### src/rtl/flag_map.sv
// rtl/flag_map.sv - per-cell flag storage with toggle updates, flag count, clear sweep and pixel lookup
module flag_map #(
   parameter int GRID_W    = 16,
   parameter int GRID_H    = 16,
   parameter int CELL_W    = 40,
   parameter int CELL_H    = 30,
   parameter int MAX_FLAGS = 40
) (
   input  logic       clk,
   input  logic       rst,
   input  logic       clear_req,
   input  logic       toggle_req,
   input  logic [5:0] toggle_x,
   input  logic [5:0] toggle_y,
   input  logic       cell_revealed,
   output logic       toggle_ready,
   output logic       toggle_done,
   output logic [1:0] toggle_result,
   output logic [8:0] flag_count,
   output logic       busy,
   input  logic [9:0] xPixel,
   input  logic [9:0] yPixel,
   input  logic       active_pixels,
   output logic       flag_here
);

   localparam int N  = GRID_W * GRID_H;
   localparam int AW = $clog2(N);

   localparam logic [1:0] RES_PLACED   = 2'd0;
   localparam logic [1:0] RES_REMOVED  = 2'd1;
   localparam logic [1:0] RES_REVEALED = 2'd2;
   localparam logic [1:0] RES_LIMIT    = 2'd3;

   typedef enum logic {CLEAR, IDLE} state_t;

   state_t          state;
   logic [AW-1:0]   sweep_addr;
   logic            mem [N];

   logic            tgl_in_range;
   logic [AW-1:0]   tgl_addr;
   logic            tgl_bit;
   logic            tgl_accept;
   logic [1:0]      tgl_res;
   logic            tgl_write;

   logic            we;
   logic [AW-1:0]   wa;
   logic            wd;

   logic [9:0]      x_cell;
   logic [9:0]      y_cell;
   logic [9:0]      local_x;
   logic [9:0]      local_y;
   logic            pix_qual;
   logic [AW-1:0]   pix_addr;

   // Toggle decode: the read is combinational from the array, so a write
   // committed on the previous edge is already visible (same-cell bypass).
   always_comb begin
      tgl_in_range = (32'(toggle_x) < GRID_W) && (32'(toggle_y) < GRID_H);
      tgl_addr     = AW'(32'(toggle_y) * 32'(GRID_W) + 32'(toggle_x));
      tgl_bit      = tgl_in_range ? mem[tgl_addr] : 1'b0;
      tgl_accept   = !rst && (state == IDLE) && toggle_req && toggle_ready && !clear_req;
      tgl_res      = RES_PLACED;
      if (!tgl_in_range)
         tgl_res = RES_LIMIT;
      else if (tgl_bit)
         tgl_res = RES_REMOVED;
      else if (cell_revealed)
         tgl_res = RES_REVEALED;
      else if (flag_count == 9'(MAX_FLAGS))
         tgl_res = RES_LIMIT;
      tgl_write = tgl_accept && ((tgl_res == RES_PLACED) || (tgl_res == RES_REMOVED));
   end

   // Single write port shared by the clear sweep and accepted toggles.
   always_comb begin
      we = 1'b0;
      wa = sweep_addr;
      wd = 1'b0;
      if (!rst) begin
         if (state == CLEAR) begin
            we = 1'b1;
         end else if (tgl_write) begin
            we = 1'b1;
            wa = tgl_addr;
            wd = (tgl_res == RES_PLACED);
         end
      end
   end

   // Flag array write, no reset: the sweep is what clears it.
   always_ff @(posedge clk) begin
      if (we)
         mem[wa] <= wd;
   end

   // Control FSM with registered status outputs and flag counter.
   always_ff @(posedge clk) begin
      if (rst) begin
         state         <= CLEAR;
         sweep_addr    <= '0;
         flag_count    <= '0;
         toggle_done   <= 1'b0;
         toggle_result <= 2'd0;
         busy          <= 1'b1;
         toggle_ready  <= 1'b0;
      end else begin
         toggle_done <= 1'b0;
         case (state)
            CLEAR: begin
               flag_count <= '0;
               if (sweep_addr == AW'(N - 1)) begin
                  state        <= IDLE;
                  sweep_addr   <= '0;
                  busy         <= 1'b0;
                  toggle_ready <= 1'b1;
               end else begin
                  sweep_addr <= sweep_addr + 1'b1;
               end
            end
            IDLE: begin
               if (clear_req) begin
                  state        <= CLEAR;
                  sweep_addr   <= '0;
                  flag_count   <= '0;
                  busy         <= 1'b1;
                  toggle_ready <= 1'b0;
               end else if (tgl_accept) begin
                  toggle_done   <= 1'b1;
                  toggle_result <= tgl_res;
                  if (tgl_res == RES_PLACED)
                     flag_count <= flag_count + 1'b1;
                  else if (tgl_res == RES_REMOVED)
                     flag_count <= flag_count - 1'b1;
               end
            end
         endcase
      end
   end

   // Pixel to cell mapping; grid lines (local offset 0) are excluded.
   always_comb begin
      x_cell   = 10'(xPixel / 10'(CELL_W));
      y_cell   = 10'(yPixel / 10'(CELL_H));
      local_x  = 10'(xPixel % 10'(CELL_W));
      local_y  = 10'(yPixel % 10'(CELL_H));
      pix_qual = active_pixels && (32'(x_cell) < GRID_W) && (32'(y_cell) < GRID_H) &&
                 (local_x != 10'd0) && (local_y != 10'd0);
      pix_addr = AW'(32'(y_cell) * 32'(GRID_W) + 32'(x_cell));
   end

   // Registered lookup; reads the pre-write value when a toggle hits the same cell.
   always_ff @(posedge clk) begin
      if (rst)
         flag_here <= 1'b0;
      else
         flag_here <= (state == IDLE) && pix_qual && mem[pix_addr];
   end

endmodule

### config.mk
export PLATFORM = sky130hd
export DESIGN_NAME = flag_map
export DESIGN_NICKNAME = d
export VERILOG_FILES = /design/src/rtl/flag_map.sv
export SDC_FILE = /design/constraint.sdc
export NUM_CORES = 1
export LEC_CHECK = 0
export CORE_ASPECT_RATIO = 0.5
export CORE_MARGIN = 10
export CORE_UTILIZATION = 38
export CTS_CLUSTER_DIAMETER = 50
export CTS_CLUSTER_SIZE = 28
export DETAILED_ROUTE_END_ITERATION = 8
export GPL_TIMING_DRIVEN = 0
export HOLD_SLACK_MARGIN = 0.05
export PLACE_DENSITY = 0.66
export SETUP_SLACK_MARGIN = 0.5
export SLEW_MARGIN = 20
export SYNTH_ARGS = -nofsm -noshare
export SYNTH_HDL_FRONTEND = slang
export SYNTH_SLANG_ARGS = --single-unit
### constraint.sdc
create_clock -name clk -period 14.15 [get_ports clk]
set_input_delay 2.1225 -clock clk [delete_from_list [all_inputs] [get_ports clk]]
set_output_delay 2.1225 -clock clk [all_outputs]
set_load 0.02 [all_outputs]
# Word level (Yosys, flattened, before mapping)
# Memory sizes are Yosys's and may differ from the RTL's.
# Cells that the tools add are included.
[word_totals] regBits=24 mem_bits_rw=256 out_inout_bits=15 word_cells=87 mem_count=1
[classes] addsub=5 n_div=4 n_lt_le_gt_ge=4 n_eq_ne=7 n_mux=34 bitwise=2 n_reduce_logical=22
[mem_list] name="mem" depth=256 word_bits=1 read_ports=2 rd_ports_with_merged_regs=0 wr=1 line_no="39" rtl="logic mem [N];"
[ops] operator="8-bit two-way mux" count=5
[ops] operator="9-bit two-way mux" count=4
[ops] operator="10-bit by 5-bit < comparator with 1-bit output, second input constant" count=2
[ops] operator="10-bit nonzero test" count=2
[ops] operator="9-bit case mux with 2 select lines" count=1
[ops] operator="1-bit two-way mux" count=16
[ops] operator="8-bit case mux with 2 select lines" count=1
[ops] operator="1-bit logical AND" count=12
[ops] operator="6-bit by 5-bit < comparator with 1-bit output, second input constant" count=2
[ops] operator="10-bit by 5-bit divider with 10-bit output, second input constant" count=1
[ops] operator="10-bit by 6-bit divider with 10-bit output, second input constant" count=1
[ops] operator="10-bit by 5-bit modulo with 10-bit output, second input constant" count=1
[ops] operator="10-bit by 6-bit modulo with 10-bit output, second input constant" count=1
[ops] operator="9-bit by 1-bit adder with 9-bit output, second input constant" count=1
[ops] operator="9-bit by 6-bit == test with 1-bit output, second input constant" count=1
[ops] operator="9-bit by 1-bit subtractor with 9-bit output, second input constant" count=1
[ops] operator="8-bit by 1-bit adder with 8-bit output, second input constant" count=1
[ops] operator="8-bit by 6-bit adder with 8-bit output" count=1
[ops] operator="8-bit adder" count=1
[ops] operator="8-bit == test, second input constant" count=1
[ops] operator="2-bit two-way mux" count=4
[ops] operator="1-bit case mux with 2 select lines" count=3
[ops] operator="4-bit by 2-bit != test with 1-bit output, second input constant" count=1
[ops] operator="2-bit AND reduction" count=2
[ops] operator="10 further kinds" count=12

# Longest topological paths before layout
[depth] ltp_word=13 mapped_depth=23 depth_no_buf=21

# Worst setup path before layout
# No wires, ideal clock.
[synth_path] kind="input -> register" from="input port toggle_x[4]" to="memory mem[0] (data pin)" arrival_time_ns=10.746 required_time_ns=12.760 setup_slack_ns=2.014 stages=13 path_buffers=5 cell_sequence="ha_1 > buf_2 > clkinv_1 > buf_2 > mux4_2 > mux2i_1 > mux4_2 > a21oi_1 > o211ai_4 > buf_6 > buf_2 > buf_2 > nor2_1"
[synth_via] elab_chain_cells=11 elab_cells_between_ends=14 cone_classes="1 x add/sub; 1 x order compare; 1 x eq/ne; 6 x mux; 4 x reduce/logical; 1 x memory"
[synth_lines] element="start: declaration" line_no="13" rtl="input logic [5:0] toggle_x,"
[synth_lines] element="8-bit by 6-bit adder with 8-bit output / 6-bit by 5-bit < comparator with 1-bit output (equally long branches)" line_no="63, 62"
[synth_lines] element="memory read 256 x 1 bit / 1-bit logical AND (equally long branches)"
[synth_lines] element="1-bit two-way mux" line_no="64" rtl="tgl_bit = tgl_in_range ? mem[tgl_addr] : 1'b0;"
[synth_lines] element="2-bit two-way mux" line_no="69" rtl="else if (tgl_bit)"
[synth_lines] element="2-bit two-way mux (*)" line_no="67" rtl="if (!tgl_in_range)"
[synth_lines] element="2-bit by 1-bit == test with 1-bit output / 2-bit logical NOT (equally long branches)" line_no="75, 89"
[synth_lines] element="1-bit logical OR" line_no="75" rtl="tgl_write = tgl_accept && ((tgl_res == RES_PLACED) || (tgl_res == RES_REMOVED));"
[synth_lines] element="1-bit logical AND" line_no="75"
[synth_lines] element="1-bit two-way mux (*)" line_no="86" rtl="end else if (tgl_write) begin"
[synth_lines] element="1-bit two-way mux (*)" line_no="84" rtl="if (state == CLEAR) begin"
[synth_lines] element="1-bit two-way mux (*)" line_no="83" rtl="if (!rst) begin"
[synth_lines] element="via wd" line_no="50" rtl="logic wd;"
[synth_lines] element="end: declaration" line_no="39"
# Mark *: on every way through the listed nets, which the timed path passes. The rest lies on a longest branch.

# Worst setup path after layout
[layout_path] from="input port toggle_x[4]" to="register flag_count[8]"
[layout_via] elab_chain_cells=10 elab_cells_between_ends=15 cone_classes="1 x add/sub; 1 x order compare; 2 x eq/ne; 7 x mux; 3 x reduce/logical; 1 x memory"
[layout_lines] element="8-bit by 6-bit adder with 8-bit output / 6-bit by 5-bit < comparator with 1-bit output (equally long branches)" line_no="63, 62"
[layout_lines] element="memory read 256 x 1 bit / 1-bit logical AND (equally long branches)"
[layout_lines] element="1-bit two-way mux" line_no="64"
[layout_lines] element="2-bit two-way mux" line_no="69"
[layout_lines] element="2-bit two-way mux (*)" line_no="67"
[layout_lines] element="2-bit logical NOT" line_no="134" rtl="if (tgl_res == RES_PLACED)"
[layout_lines] element="9-bit two-way mux" line_no="134"
[layout_lines] element="9-bit two-way mux" line_no="131" rtl="end else if (tgl_accept) begin"
[layout_lines] element="9-bit two-way mux" line_no="125" rtl="if (clear_req) begin"
[layout_lines] element="9-bit case mux with 2 select lines" line_no="112" rtl="case (state)"
[layout_lines] element="end signal: assignment" line_no="135" rtl="flag_count <= flag_count + 1'b1;"
[layout_lines] element="end signal: assignment" line_no="137" rtl="flag_count <= flag_count - 1'b1;"
[layout_lines] element="end: declaration" line_no="19" rtl="output logic [8:0] flag_count,"
# Every way passes the cells marked *; elsewhere a longest branch is shown, timed or not. The select of a mux whose other input is x is not followed.
# A chain may end at the register's enable or synchronous reset.

==> Implementation_results.wiki <==
{| class="wikitable"
! Metric !! Value
|-
| Status || finished clean
|-
| Setup TNS || 0 ns
|-
| Cell with the largest stage delay on the worst path || or4b_2
|-
| Commonest non-fill, non-tap cell in the layout || nor2_1
|-
| Warning count from the yosys run || 0
|-
| Pwr per Cell Area || around 110 mW/mm²
|-
| Avg WL per Cell || approximately 26 µm
|-
| Number of I/O port buffers || 45
|-
| Cell area reported after detailed placement || 0.0183 mm²
|-
| Total standard cell area after synthesis || between 0.015 and 0.02 mm²
|-
| Cells after Synth || 1599
|-
| Commonest cells after routing, fill and taps aside || 314 x nor2_1, 256 x edfxtp_1, 129 x nand2_1, 83 x mux4_2, 72 x clkbuf_1
|-
| Endpoints failing setup || 0
|-
| Flops & latches, synth || 280
|-
| Reg-to-Reg End || flag_count[8]
|-
| Overall global routing resource usage || 0.215
|-
| CP startpoint kind || input pin
|-
| Final critical-path required period || a little under 8 ns
|-
| MaxCap Viol Count || 0
|-
| Die footprint || around 0.054 mm²
|-
| Die boundary height || 169 µm
|-
| Clock Latency Late Sink || around 0.60 ns
|-
| First-pass GRT wire length || around 90000 µm
|-
| Via count || about 14k
|-
| Library cell used as clock root buffer || clkbuf_16
|-
| Overall power of the completed layout || about 2100 µW
|-
| Number of H-tree levels || 1
|-
| Proportion of synthesized chip area in sequential cells || 0.482
|-
| Path category of the worst min-delay check || flip-flop to flip-flop
|-
| Initial drt markers || 2475
|-
| Diode insertion count for antenna repair || 0
|-
| # Post-CTS Setup Buffers || 0
|-
| Vias in the first global route || approximately 14k
|-
| Destination of the critical timing path || flag_count[8]
|-
| Post-synthesis to final-layout area growth || 14.0%
|-
| Fin crit share || 0.556
|-
| Area contributors post-synth || edfxtp_1 45%, mux4_2 11%, nor2_1 7.0%
|-
| Worst-path fanout max || 10
|-
| R2r worst-path depth || 19
|-
| Worst clock skew on the final layout || around 0.043 ns
|-
| Core Util, Final || 0.441
|-
| Share of layout cells above drive strength 1 || 0.144
|-
| Cells along the critical path || clkdlybuf4s50_1 -> ha_1 -> buf_2 -> clkinv_1 -> buf_2 -> mux4_2 -> mux4_2 -> nand2_1 -> and3_1 -> a21oi_1 -> nor2b_1 -> nand2_1 -> ha_1 -> nor2b_1 -> o21ai_0 -> a21oi_1 -> o21ai_0 -> nand2b_1 -> a21o_1 -> a21oi_1 -> xnor2_1 -> or4b_2 -> nand3_1
|-
| Worst reg2reg startpoint || mem[104]
|-
| I/O pin cnt || 53
|-
| Pre-antenna DRT Iters || 6
|-
| Worst slew margin relative to its limit || 0.177
|-
| RSZ-0062 raised after global routing || no
|-
| Synth area leader || edfxtp_1
|-
| Most repeated library cell on the critical path || a21oi_1
|-
| Maximum ir drop on the vdd rail || between 0.08 and 0.09 mV
|-
| Worst path arrival time || ~8.4 ns
|-
| CTS Hold Bufs || 0
|-
| Slowest Stage Delay on Critical Path || 0.62 ns
|-
| Top cell type's share of synthesized area || 0.454
|-
| Total congestion overflow || 0
|-
| Max Transition Viols Final || 0
|-
| Number of synthesized flops with an enable pin || 256
|-
| PostCTS Resize Cnt || 0
|-
| Clock-pin slew reported for the worst setup and hold paths after clock tree synthesis || 0.06 ns
|-
| Final Hold Violating Endpoints || 0
|-
| Worst Max-Slew Pin Slew || approximately 1.2 ns
|-
| Register-to-register path setup slack || 8.80 ns
|-
| Number of antenna violations at the first check in global routing || 0
|-
| Clock net sink count || between 200 and 300
|-
| WHS || between 0.4 and 0.5 ns
|-
| Total wire length || between 60000 and 70000 µm
|-
| Hpwl dp || around 42000 µm
|-
| Syn avg cell area || around 11 µm²
|-
| Synth Net Count || about 1.7k
|-
| Die Wd || 319 µm
|-
| Primary FF master, synth || edfxtp_1
|-
| Number of buffers on the longest clock path || 3
|-
| Clock tree from TritonCTS || yes
|-
| Final instance area || around 0.019 mm²
|-
| Maximum number of pins on one net before global-route repair || 44
|-
| Vias per std cell || 6.30
|-
| Area of the core || approximately 0.044 mm²
|-
| Number of distinct library cells after synthesis || 79
|-
| Number of nets in the layout || about 1.7k
|-
| Endpoint class of the critical path || flip-flop
|-
| CTS Buf Count || 29
|-
| Leak pwr || around 0.006 µW
|-
| Worst setup path category || input pin to flip-flop
|-
| Remaining design rule violation count || 0
|-
| Final estimated routing congestion in global placement || ~0.96
|-
| Async set-or-reset flop fraction in the synthesized netlist || 0
|-
| FMAX || roughly 130 MHz
|-
| Crit path required time || around 15 ns
|-
| Remaining antenna violation count || 0
|-
| FP Rows || 54
|-
| Effective utilization at floorplan || 0.387
|-
| Critical path launch point || toggle_x[4]
|}
[logic make-up (layout without fill, tap and decap cells)]
family,Yosys count,count (layout),share of synthesized area
adders and majority gates,17,17,0.0132
and+or+nand+nor,665,665,0.178
buffers and inverters,175,283,0.0447
AOI/OAI and AO/OA,304,304,0.129
DFF,280,280,0.482
muxes,134,134,0.141
xor gates and xnor gates,24,24,0.0124
[synth_stat cells, types with 7 or more instances]
cell type	n
a211oi_1	55
a21o_1	10
a21oi_1	53
a21oi_2	13
a221oi_1	20
a311oi_1	7
a31oi_1	26
a32oi_1	10
and3_1	10
buf_2	52
clkbuf_1	71
dfxtp_1	24
edfxtp_1	256
ha_1	13
inv_1	37
mux2i_1	48
mux4_2	83
nand2_1	129
nand2b_1	36
nand3_1	50
nor2_1	315
nor2b_1	12
nor3_1	35
nor3b_1	7
nor4_1	7
o211ai_1	10
o21ai_0	33
o21bai_1	8
or2_1	15
or2_2	12
xnor2_1	18
[layout make-up]
type	count	area, µm²
flip-flops and latches	280	8170
well taps	588	736
inverters	40	150
clock buffers	30	729
plain buffers	135	607
repair buffers	54	628
multi-input cells	1144	8020
clock inverters	24	255
fillers	4110	24500
[worst min-delay path by stage]
| stage | cells after the start | start | end | slack (ns) |
|---|---|---|---|---|
| after global placement | 2 | toggle_result[0] | toggle_result[0] | 0.47 |
| after CTS | 2 | toggle_result[0] | toggle_result[0] | 0.48 |
| after detailed placement | 2 | toggle_result[0] | toggle_result[0] | 0.47 |
| final | 2 | toggle_result[0] | toggle_result[0] | 0.48 |
| after global routing | 2 | toggle_result[0] | toggle_result[0] | 0.51 |
| after floorplan | 2 | toggle_result[0] | toggle_result[0] | 0.55 |
[per-layer routing]
| metal | track usage | routed length (µm) | vias up |
|---|---|---|---|
| met4 | 0.0879 | 2910 | 0 |
| met2 | 0.325 | 25500 | 1151 |
| met3 | 0.0695 | 9600 | 214 |
| met1 | 0.282 | 22600 | 6933 |
| li1 | - | - | 6165 |
| met5 | 0.000887 | 0 | - |
[state kept, by name, summed over array words and instances (netlist names)]
signal,count
mem,256
flag_count,9
sweep_addr,8
toggle_result,2
busy,1
flag_here,1
state,1
toggle_done,1
toggle_ready,1
[per-stage QoR]
step	setup WS, ns	cells
after floorplan	2.01	1599
after global placement	-4.35	2232
after detailed placement	5.88	2240
after CTS	6.42	2294
after global routing	5.91	2295
final	6.28	2295
[power breakdown]
group          internal [µW]  total, µW  switching (µW)
combinational            126        403             277
sequential               889        890            1.00
clock                    418        806             388
total                   1430       2100             667
[critical path, delay by kind of cell]
| family | cells | cell delay [ns] |
|---|---|---|
| muxes | 2 | 1.18 |
| adders and majority gates | 2 | 0.72 |
| buffers and inverters | 4 | 1.55 |
| and+or+nand+nor | 8 | 1.74 |
| AOI/OAI and AO/OA | 6 | 0.91 |
| xor gates and xnor gates | 1 | 0.10 |
Note: power is estimated with default switching activity, not from simulation.
==> edit: new RTL, same settings <==
Set the parameter `GRID_H` to 8 (it was 16).
--- a/src/rtl/flag_map.sv
+++ b/src/rtl/flag_map.sv
@@ -2,5 +2,5 @@
 module flag_map #(
    parameter int GRID_W    = 16,
-   parameter int GRID_H    = 16,
+   parameter int GRID_H    = 8,
    parameter int CELL_W    = 40,
    parameter int CELL_H    = 30,
Check against the original RTL: no difference found for any inputs over 10 cycles, from zero or initial values and one cycle with rst high; that may be too few to reach the edited logic, so the function may still have changed.
==> edit against the unedited design <==
Non-clock buffer count is 68 lower; routed wire length decreased by 44%; power is 45% lower; combinational power fell by 47%; design area shrank 40%; sequential cell count shrank 129; critical path depth decreased by 2; worst setup slack better by 0.42 ns; area after synthesis shrank 41%.
==> edit: results (changes against the unedited design) <==
- Hpwl dp: 24100 µm (-42%)
- CP Data Arrival Time: 7.82 ns (-0.55 ns)
- Synth cell count leaders: nor2_1, edfxtp_1, nand2_1
- CTS resizes: 0 (unchanged)
- Fillers: 2409 (-41%)
- Largest regs: mem (128), flag_count (9), sweep_addr (7)
- All-Layer GR Usage: 0.193 (-0.0217)
- CTS H-tree lvls: 4 (+3)
- Vias in the first global route: 8596 (-37%)
- DP Area: 0.0109 mm² (-40%)
- Fin Hold WS: 0.497 ns (+0.0216 ns)
- Leak: 3.65 nW (-40%)
- Register Area: 0.00430 mm² (-47%)
- Worst skew pair latency: 0.45 ns (-0.15 ns)
- DRT iter0 DRCs: 1142 (-54%)
- Setup slack, reg-to-reg: 9.02 ns (+0.22 ns)
- Vias per cell: 6.34 (+0.58%)
- Clk pin slew, worst setup/hold paths: 0.07 ns
- Root buffer cell: clkbuf_16
- Setup Skew: 0.0190 ns (-0.0241 ns)
- Share of cells above drive strength 1: 0.144 (-0.000471)
- Final GP Congestion: 0.957 (-0.74%)
- Ys Warns: 0 (unchanged)
- Top post-synthesis cells by area: edfxtp_1, mux4_2, nor2_1
- Reg2Reg Depth: 19 (unchanged)
- Register area share after synthesis: 0.433 (-0.0496)
- DRT Pass-1 Iters: 6 (unchanged)
- Port bufs: 45 (unchanged)
- Hold path cells: 2 (unchanged)
- Largest net degree at the start of global routing: 19 (-57%)
- Worst-Margin Slew: 1.12 ns (-0.114 ns)
- EDFF count, synth: 128 (-50%)
- Reg-to-Reg Start: mem[63]
- Inserted Clock Buffers: 17 (-41%)
- Status: completed
- Async S/R FF share, synth: 0 (unchanged)
- Hold Path Sink: toggle_result[1]
- Min-delay src: toggle_result[1]
- Synthesized Nets: 1058 (-36%)
- CTS Buffer Depth: 2 (-1)
- Wire per inst: 23.4 µm (-11%)
- Global-route wire length before repair: 51100 µm (-42%)
- Distinct cells, synth: 77 (-2.5%)
- Initial antenna violation count: 2 (+2)
- Peak supply drop: 0.0000927 V (+4.7%)
==> edit: cell types whose count changed in the layout (fill, tap and decap cells not counted), sizes merged, moves of 24 or more <==
cell,change
mux4,-41
nand2,-53
o22ai,+33
a211oi,-42
mux2i,-44
inv,-24
nor2,-119
edfxtp,-128
clkbuf,-46
buf,-35
nand3,-34
==> edit: logic make-up after synthesis <==
logic type	share of synthesized area
and+or+nand+nor	0.190
AOI/OAI and AO/OA	0.180
DFF	0.433
buffers and inverters	0.0393
muxes	0.120
xor gates and xnor gates	0.0167
adders and majority gates	0.0211
==> edit: layout make-up <==
cell class,count,area share
Timing Repair Buffer,55,0.0466
Clock inverter,15,0.0143
Inverter,22,0.00716
Clock buffer,17,0.0369
Multi-Input combinational cell,767,0.458
Sequential cell,151,0.373
Tap cell,344,0.0373
Buffer,66,0.0267
==> edit: worst max path at each step <==
stage           startpoint            end  slack, ns  cells after the start
2_1_floorplan  toggle_x[2]         mem[0]       3.84                      8
6_report       toggle_x[2]  flag_count[8]       6.70                     21
3_5_place_dp   toggle_x[2]  flag_count[8]       6.33                     21
3_3_place_gp   toggle_x[2]        mem[58]      -0.57                      8
5_1_grt        toggle_x[2]  flag_count[8]       6.37                     21
4_1_cts        toggle_x[2]  flag_count[8]       6.78                     21
==> edit: power breakdown <==
group          switching (mW)  total [mW]  internal (mW)
sequential            0.00167       0.478          0.476
combinational           0.132       0.212         0.0793
clock                   0.203       0.467          0.264
==> edit: through the flow <==
step	std cells	setup WS, ns
after floorplan	1006	3.84
after global routing	1437	6.37
final	1437	6.70
after global placement	1395	-0.571
after detailed placement	1405	6.33
after CTS	1437	6.78
==> edit: layer usage <==
layer / vias up / track usage / wire [µm]
li1: 3983 / - / -
met1: 4403 / 0.248 / 13700
met2: 626 / 0.309 / 15100
met3: 94 / 0.0533 / 3890
met4: 2 / 0.0613 / 969
met5: - / 0 / 8
==> edit: critical path, cell delays in order <==
cell and delay (ns):
clkbuf_1 0.38, clkbuf_1 0.74, mux4_2 0.45, mux4_2 0.54
mux4_2 0.54, mux2i_1 0.32, nand2_1 0.16, nor2_1 0.28
inv_1 0.22, ha_1 0.36, nor2b_1 0.16, o21ai_0 0.11
a21boi_0 0.28, o21ai_0 0.16, a21oi_1 0.18, o21ai_0 0.13
and2_1 0.20, mux2_2 0.26, nand2_1 0.06, nand3_1 0.07
o31ai_1 0.06
